===== src/rtl/enum_index_lookup_arbiter.sv =====
// Round-robin shared lookup of table[min(sel+OFFSET, DEPTH-1)] for NUM_REQ requesters,
// with a registered valid/ready response stage and a register-file table written via cfg.
module enum_index_lookup_arbiter #(
    parameter int NUM_REQ = 4,
    parameter int DEPTH   = 4,
    parameter int SEL_W   = 2,
    parameter int DATA_W  = 32,
    parameter int OFFSET  = 1
) (
    input  logic                         clk,
    input  logic                         rst_n,
    input  logic [NUM_REQ-1:0]           req_valid,
    input  logic [NUM_REQ*SEL_W-1:0]     req_sel,
    output logic [NUM_REQ-1:0]           req_ready,
    input  logic                         cfg_we,
    input  logic [SEL_W-1:0]             cfg_addr,
    input  logic [DATA_W-1:0]            cfg_wdata,
    output logic                         resp_valid,
    input  logic                         resp_ready,
    output logic [DATA_W-1:0]            resp_data,
    output logic [$clog2(NUM_REQ)-1:0]   resp_id,
    output logic                         resp_clamped
);

    localparam int              ID_W    = $clog2(NUM_REQ);
    localparam logic [SEL_W:0]  OFF_EXT = (SEL_W+1)'(OFFSET);
    localparam logic [SEL_W:0]  MAX_IDX = (SEL_W+1)'(DEPTH-1);

    logic [DATA_W-1:0] lut_q [DEPTH];
    logic [DATA_W-1:0] lut_d [DEPTH];
    logic [ID_W-1:0]   ptr_q, ptr_d;
    logic              resp_valid_q, resp_valid_d;
    logic [DATA_W-1:0] resp_data_q, resp_data_d;
    logic [ID_W-1:0]   resp_id_q, resp_id_d;
    logic              resp_clamped_q, resp_clamped_d;

    logic              slot_free;
    logic              grant_found;
    logic              grant_ok;
    logic [ID_W-1:0]   grant_id;
    logic [SEL_W-1:0]  grant_sel;
    logic [SEL_W:0]    sum;
    logic [SEL_W-1:0]  idx;
    logic              clamped;

    // Circular successor: (base + k) mod NUM_REQ without relying on power-of-two NUM_REQ.
    function automatic logic [ID_W-1:0] rr_index(input logic [ID_W-1:0] base, input int k);
        int s;
        s = int'(base) + k;
        if (s >= NUM_REQ) s = s - NUM_REQ;
        return ID_W'(s);
    endfunction

    // NOTE: every signal assigned in always_comb gets a default first so no latch is inferred,
    // and combinational blocks use blocking '=' while clocked blocks use non-blocking '<='.
    always_comb begin
        slot_free   = !resp_valid_q || resp_ready;
        grant_found = 1'b0;
        grant_id    = '0;
        for (int k = 0; k < NUM_REQ; k++) begin
            if (!grant_found && req_valid[rr_index(ptr_q, k)]) begin
                grant_found = 1'b1;
                grant_id    = rr_index(ptr_q, k);
            end
        end
        grant_ok  = grant_found && slot_free && rst_n;
        req_ready = '0;
        if (grant_ok) req_ready[grant_id] = 1'b1;
    end

    // Widened sum keeps the carry so large selectors saturate instead of wrapping.
    always_comb begin
        grant_sel = req_sel[grant_id*SEL_W +: SEL_W];
        sum       = {1'b0, grant_sel} + OFF_EXT;
        if (sum > MAX_IDX) begin
            idx     = SEL_W'(DEPTH-1);
            clamped = 1'b1;
        end else begin
            idx     = sum[SEL_W-1:0];
            clamped = 1'b0;
        end
    end

    always_comb begin
        resp_valid_d   = resp_valid_q;
        resp_data_d    = resp_data_q;
        resp_id_d      = resp_id_q;
        resp_clamped_d = resp_clamped_q;
        ptr_d          = ptr_q;
        if (grant_ok) begin
            // Reads lut_q, so a same-cycle cfg write to this entry is seen only next cycle.
            resp_valid_d   = 1'b1;
            resp_data_d    = lut_q[idx];
            resp_id_d      = grant_id;
            resp_clamped_d = clamped;
            ptr_d          = rr_index(grant_id, 1);
        end else if (resp_ready) begin
            resp_valid_d   = 1'b0;
        end
    end

    always_comb begin
        lut_d = lut_q;
        if (cfg_we) lut_d[cfg_addr] = cfg_wdata;
    end

    // NOTE: the table is a small register file that must read back zero after reset,
    // so every entry is reset here; a RAM-backed table would not be.
    always_ff @(posedge clk or negedge rst_n) begin
        if (!rst_n) begin
            for (int i = 0; i < DEPTH; i++) lut_q[i] <= '0;
            ptr_q          <= '0;
            resp_valid_q   <= 1'b0;
            resp_data_q    <= '0;
            resp_id_q      <= '0;
            resp_clamped_q <= 1'b0;
        end else begin
            lut_q          <= lut_d;
            ptr_q          <= ptr_d;
            resp_valid_q   <= resp_valid_d;
            resp_data_q    <= resp_data_d;
            resp_id_q      <= resp_id_d;
            resp_clamped_q <= resp_clamped_d;
        end
    end

    assign resp_valid   = resp_valid_q;
    assign resp_data    = resp_data_q;
    assign resp_id      = resp_id_q;
    assign resp_clamped = resp_clamped_q;

endmodule


===== config.mk =====
export PLATFORM = sky130hd
export DESIGN_NAME = enum_index_lookup_arbiter
export DESIGN_NICKNAME = d
export VERILOG_FILES = /design/src/rtl/enum_index_lookup_arbiter.sv
export SDC_FILE = /design/constraint.sdc
export NUM_CORES = 1
export LEC_CHECK = 0
export CELL_PAD_IN_SITES_DETAIL_PLACEMENT = 1
export CELL_PAD_IN_SITES_GLOBAL_PLACEMENT = 1
export CORE_MARGIN = 10
export CORE_UTILIZATION = 43
export DETAILED_ROUTE_END_ITERATION = 8
export PLACE_DENSITY = 0.76
export SETUP_SLACK_MARGIN = 0.02
export SKIP_CTS_REPAIR_TIMING = 1
export SYNTH_ARGS = -nofsm -noshare
export SYNTH_HDL_FRONTEND = slang
export SYNTH_SLANG_ARGS = --single-unit

===== constraint.sdc =====
create_clock -name clk -period 2.8 [get_ports clk]
set_input_delay 0.84 -clock clk [delete_from_list [all_inputs] [get_ports clk]]
set_output_delay 0.84 -clock clk [all_outputs]
set_load 0.05 [all_outputs]

# Word level (Yosys, flattened, before mapping)
# Cells that the tools add are included.
# W data, S select, Z words.
# op_classes
n_addsub,10
shift,1
n_mux,34
reduce_logical,13
n_lt_le_gt_ge,15
n_bitwise,2
# op_table
op,n
$bwmux W128,1
$mux W32,3
$bmux W32 S2,1
$demux W32 S2,1
$mux W2,10
$ge A3 B3 Y1 const B,6
$lt A2 B3 Y1 const B,5
$mux W1,12
$sub A2 B1 Y2 const B,5
$add A2 B1 Y3 const B,3
$bmux W1 S2,4
$shiftx A8 B4 Y2,1
$logic_and A1 B1 Y1,7
$add A2 B2 Y3 const B,2
$not A2 Y3,2
$logic_not A1 Y1,4
$mux W4,1
$ge A2 B3 Y1 const B,1
$gt A3 B2 Y1 const B,1
$lt A3 B1 Y1 const B,1
$demux W1 S2,1
$ge A2 B1 Y1 const B,1
$reduce_bool A2 Y1,1
$logic_or A1 B1 Y1,1
# word_totals
elab_cells,84
reg_bits,166
inputBits,50
out_inout_bits,40

# Depth between registers and ports, before layout
# Gate-level depths: netlist of run 1.
# logic_depth
depth_word,22
mapped_depth,9
depth_no_buf,7

# Least setup slack after synthesis of run 1
# Ideal clock, no wire load.
# synth_timing
path_kind,input to output
startpoint,input port req_valid[0]
endpoint,output port req_ready[0]
cell_stages,5
required_time_ns,1.960
path_slack_ns,-0.047
path_buffers,2
t_arrival_ns,2.007
path_cell_list,o41ai_1 nor2b_1 clkbuf_1 clkbuf_1 and2_1
# synth_between
elab_chain_len,17
word_cells_on_any_way,30
classes_between,2 x order compare; 19 x mux; 9 x reduce/logical
# synth_rtl
element,line,source
start: declaration,12,"input logic [NUM_REQ-1:0] req_valid,"
$bmux W1 S2,61,"if (!grant_found && req_valid[rr_index(ptr_q, k)]) begin"
$mux W1 (not written as such),61,
$mux W1,61,
$logic_not A1 Y1,61,
$logic_and A1 B1 Y1,61,
$mux W1,61,
$logic_not A1 Y1,61,
$logic_and A1 B1 Y1,61,
$mux W1,61,
$logic_not A1 Y1,61,
$logic_and A1 B1 Y1,61,
$mux W2,61,
$lt A2 B3 Y1 (not written as such) or $ge A2 B1 Y1 (tied branches),68,if (grant_ok) req_ready[grant_id] = 1'b1;
$logic_and A1 B1 Y1 (not written as such),68,
$mux W1 (not written as such),68,
$demux W1 S2,68,
$mux W4 (*),68,
end: declaration,14,"output logic [NUM_REQ-1:0] req_ready,"
# Every way passes the cells marked *; elsewhere a longest branch is shown, timed or not. The select of a mux whose other input is x is not followed.

# Worst setup path in the final report of run 1
# layout_timing
startpoint,input port req_valid[2]
endpoint,output port req_ready[1]
# layout_between
elab_chain_len,17
word_cells_on_any_way,30
classes_between,2 x order compare; 19 x mux; 9 x reduce/logical
# layout_rtl
element,line,source
$bmux W1 S2,61,
$mux W1 (not written as such),61,
$mux W1,61,
$logic_not A1 Y1,61,
$logic_and A1 B1 Y1,61,
$mux W1,61,
$logic_not A1 Y1,61,
$logic_and A1 B1 Y1,61,
(+2 left out),n/a,
$logic_and A1 B1 Y1,61,
$mux W2 (*),61,
via grant_id[0],40,logic [ID_W-1:0] grant_id;
$lt A2 B3 Y1 (not written as such) or $ge A2 B1 Y1 (tied branches),68,
$logic_and A1 B1 Y1 (not written as such),68,
$mux W1 (not written as such),68,
$demux W1 S2 (*),68,
$mux W4 (*),68,
# Mark *: on every way through the listed nets, which the timed path passes. The rest lies on a longest branch. The select of a mux whose other input is x is not followed.

==> results.yml, run 1 <==
run_status:
  status: "finished, violations left"
  violations: "setup timing"
power:
  p_leak_nw: 3.34
  sequentialPowerShare: 0.366
  pwr-share-comb: 0.354
  finalPower_mw: 7.44
  power.share.clock: 0.280
  swShare: 0.351
  netSwitchingPower_mw: 2.62
  ir_drop_uv: 547
  power_density_nw_per_um2: 964
  internal-power_mw: 4.83
clocking:
  cts_buffers: 17
  clockBufferDepth: 2
  numClockSinks: 134
  clk_latency_ns: 0.42
  cts_tree: "yes"
  htreeDepth: 4
  cts-root-buf: "clkbuf_16"
  clkTransAtPathRegs_ns: 0.05
sta:
  finalMaxSlewViolations: 0
  fin_skew_ns: 0.0113
  worst_pin_slew_ns: 0.855
  slew_headroom: 0.430
  fmax_mhz: 355
  fin_tns_setup_ns: -0.0237
  setup_viol: 2
  finalHoldViolCount: 0
  rsz0062_at_grt: "true"
  setup_ws_ns: -0.0130
  fin_crit_sh: 1.00
  finalCriticalPeriod_ns: 2.81
worst_setup_path:
  cp_data_required_time_ns: 1.96
  cpPeakStageDelay_ns: 0.23
  end_kind: "primary output"
  crit_fanout: 4
  worstSetupStartpointType: "input port"
  critPathKind: "in2out"
  cpMaxStageDelayCell: "nor3_4"
  arrival_ns: 1.97
  cp_cell_sequence: "clkbuf_2, mux2i_1, nor2_2, nor3_4, buf_6, ha_4, and2_4, buf_8"
yosys:
  synth_area_leaders: "dfrtp_1 (58%), mux2_2 (19%), mux2i_1 (6.4%), o211ai_1 (4.2%), nand3_1 (3.0%)"
  synth_largest_area_cell: "dfrtp_1"
  yosys_most_used_dff: "dfrtp_1"
  syn_area_um2: 5760
  synth_cell_type_count: 28
  ys.warnings.count: 0
  synthArstFlopShare: 1.00
  syn_nets: 489
  yosysSeqAreaShare: 0.582
  ys_seq_elements: 134
  syn_area_per_cell_um2: 13.2
  synth_edf_count: 0
  syn_inst: 435
  yosysTopAreaCellShare: 0.582
grt:
  grt_pass1_vias: 4454
  grt-ovfl-total: 0
  antenna_found_initial: 0
  grt_max_degree: 69
  grt_usage: 0.165
  grt_pass1_wl_um: 23400
placement:
  dp_hpwl_um: 9090
  portBuffers: 89
  gp_congestion: 0.722
  placedCellCount: 694
min_path:
  hp-class: "reg2reg"
detailed_routing:
  num_vias: 3941
  drc: 0
  drtPass1Iterations: 4
  routedWlPerCell_um: 20.5
  drt-total-wl_um: 14900
  ant_nets: 0
  viasPerCell: 5.42
  drt-initial-drc-count: 134
layout:
  diodes: 0
  area_growth_pct: 34.0
  drive_above_1_share: 0.330
  stdcell_count: 727
  mostFrequentLayoutCells: "dfrtp_1 (133), mux2_2 (96), clkdlybuf4s50_1 (80)"
  final_common_cell: "dfrtp_1"
  fin_nets: 595
die:
  die_x_um: 136
  fp.coreArea_um2: 13200
  die_area_um2: 18400
  rows: 42
  ios: 90
  die_y_um: 136
  start_util: 0.436
job:
  maxCapViolations: 0
## through the flow
| step | setup slack, ns | cell area [µm²] | hold WS (ns) | utilization |
|---|---|---|---|---|
| finish | -0.0130 | 7720 | 0.472 | 0.585 |
| global route | -0.0679 | 7720 | 0.513 | 0.585 |
| CTS | -0.641 | 7580 | 0.483 | 0.575 |
| detailed placement | -0.634 | 7030 | 0.471 | 0.533 |
| global placement | -0.534 | 7030 | 0.451 | 0.533 |
| floorplan | 0.0675 | 5770 | 0.479 | - |
## cell families after synthesis
group,Yosys count,synth area share
flip-flops,134,0.582
adder cells (fa/ha/maj),4,0.00869
AND/OR/NAND/NOR,89,0.0732
buffers and inverters,32,0.0261
AO/OA/AOI/OAI,41,0.0511
multiplexers,135,0.258
## critical path, delay by kind of cell
| family | cells | cell delay (ns) |
|---|---|---|
| multiplexers | 1 | 0.18 |
| adder cells (fa/ha/maj) | 1 | 0.11 |
| buffers and inverters | 3 | 0.40 |
| AND/OR/NAND/NOR | 3 | 0.44 |
## state kept, by name (all words and copies together), names as in the netlist
name and cells:
ptr_q 2, resp_id 2, resp_clamped 1, lut_q 96, resp_valid 1, resp_data 32
## routing by layer
metal  global-route usage  routed length, µm
met5                    0                  0
met2                0.284               7810
met4               0.0700                232
met1                0.189               6270
met3               0.0427                623
## path summary, 6_finish.rpt
path                       depth (start not counted)       endpoint  slack (ns)         start
max                                                8   req_ready[1]       -0.01  req_valid[2]
min reg2reg                                        2   resp_clamped        0.47  resp_clamped
max in group asynchronous                          3  resp_data[30]        0.77         rst_n
max reg2reg                                       10  resp_data[10]        0.42      ptr_q[1]
min                                                2   resp_clamped        0.47  resp_clamped
min in group asynchronous                          2   resp_data[1]        0.61         rst_n
## synth_stat cells, types with 2 or more instances
| library cell | n |
|---|---|
| nand3_1 | 34 |
| ha_1 | 4 |
| o211ai_1 | 32 |
| a21oi_1 | 4 |
| and2_1 | 4 |
| buf_2 | 3 |
| clkbuf_1 | 17 |
| mux2_2 | 96 |
| buf_1 | 4 |
| o21ai_0 | 2 |
| nand3b_1 | 2 |
| nand2b_1 | 4 |
| buf_6 | 3 |
| mux2i_1 | 37 |
| nor2_1 | 2 |
| nand2_1 | 40 |
| inv_1 | 3 |
| dfrtp_1 | 134 |
## power groups by stage
| stage | logic [mW] | registers [mW] | clock network [mW] |
|---|---|---|---|
| floorplan | 0.924 | 3.41 | 0 |
| global placement | 2.52 | 2.71 | 0 |
| detailed placement | 2.57 | 2.74 | 0 |
| CTS | 2.59 | 2.72 | 2.12 |
| global route | 2.81 | 2.78 | 2.21 |
| finish | 2.63 | 2.73 | 2.08 |
## area by class of cell
type | count | area, µm²
tap | 176 | 220
clock inverter | 4 | 45.0
fill | 1304 | 5470
clock buffer | 25 | 505
multi-input combinational | 269 | 2380
sequential | 134 | 3350
timing repair buffer | 115 | 1200
inverter | 4 | 15.0
No activity file was read; power rests on OpenSTA's default activity.
==> run 2, diff against run 1 <==
- CAP_MARGIN: unset -> 20
==> results of run 2 <==
Same layout as run 1: the final DEF is identical, and so are final timing and power.
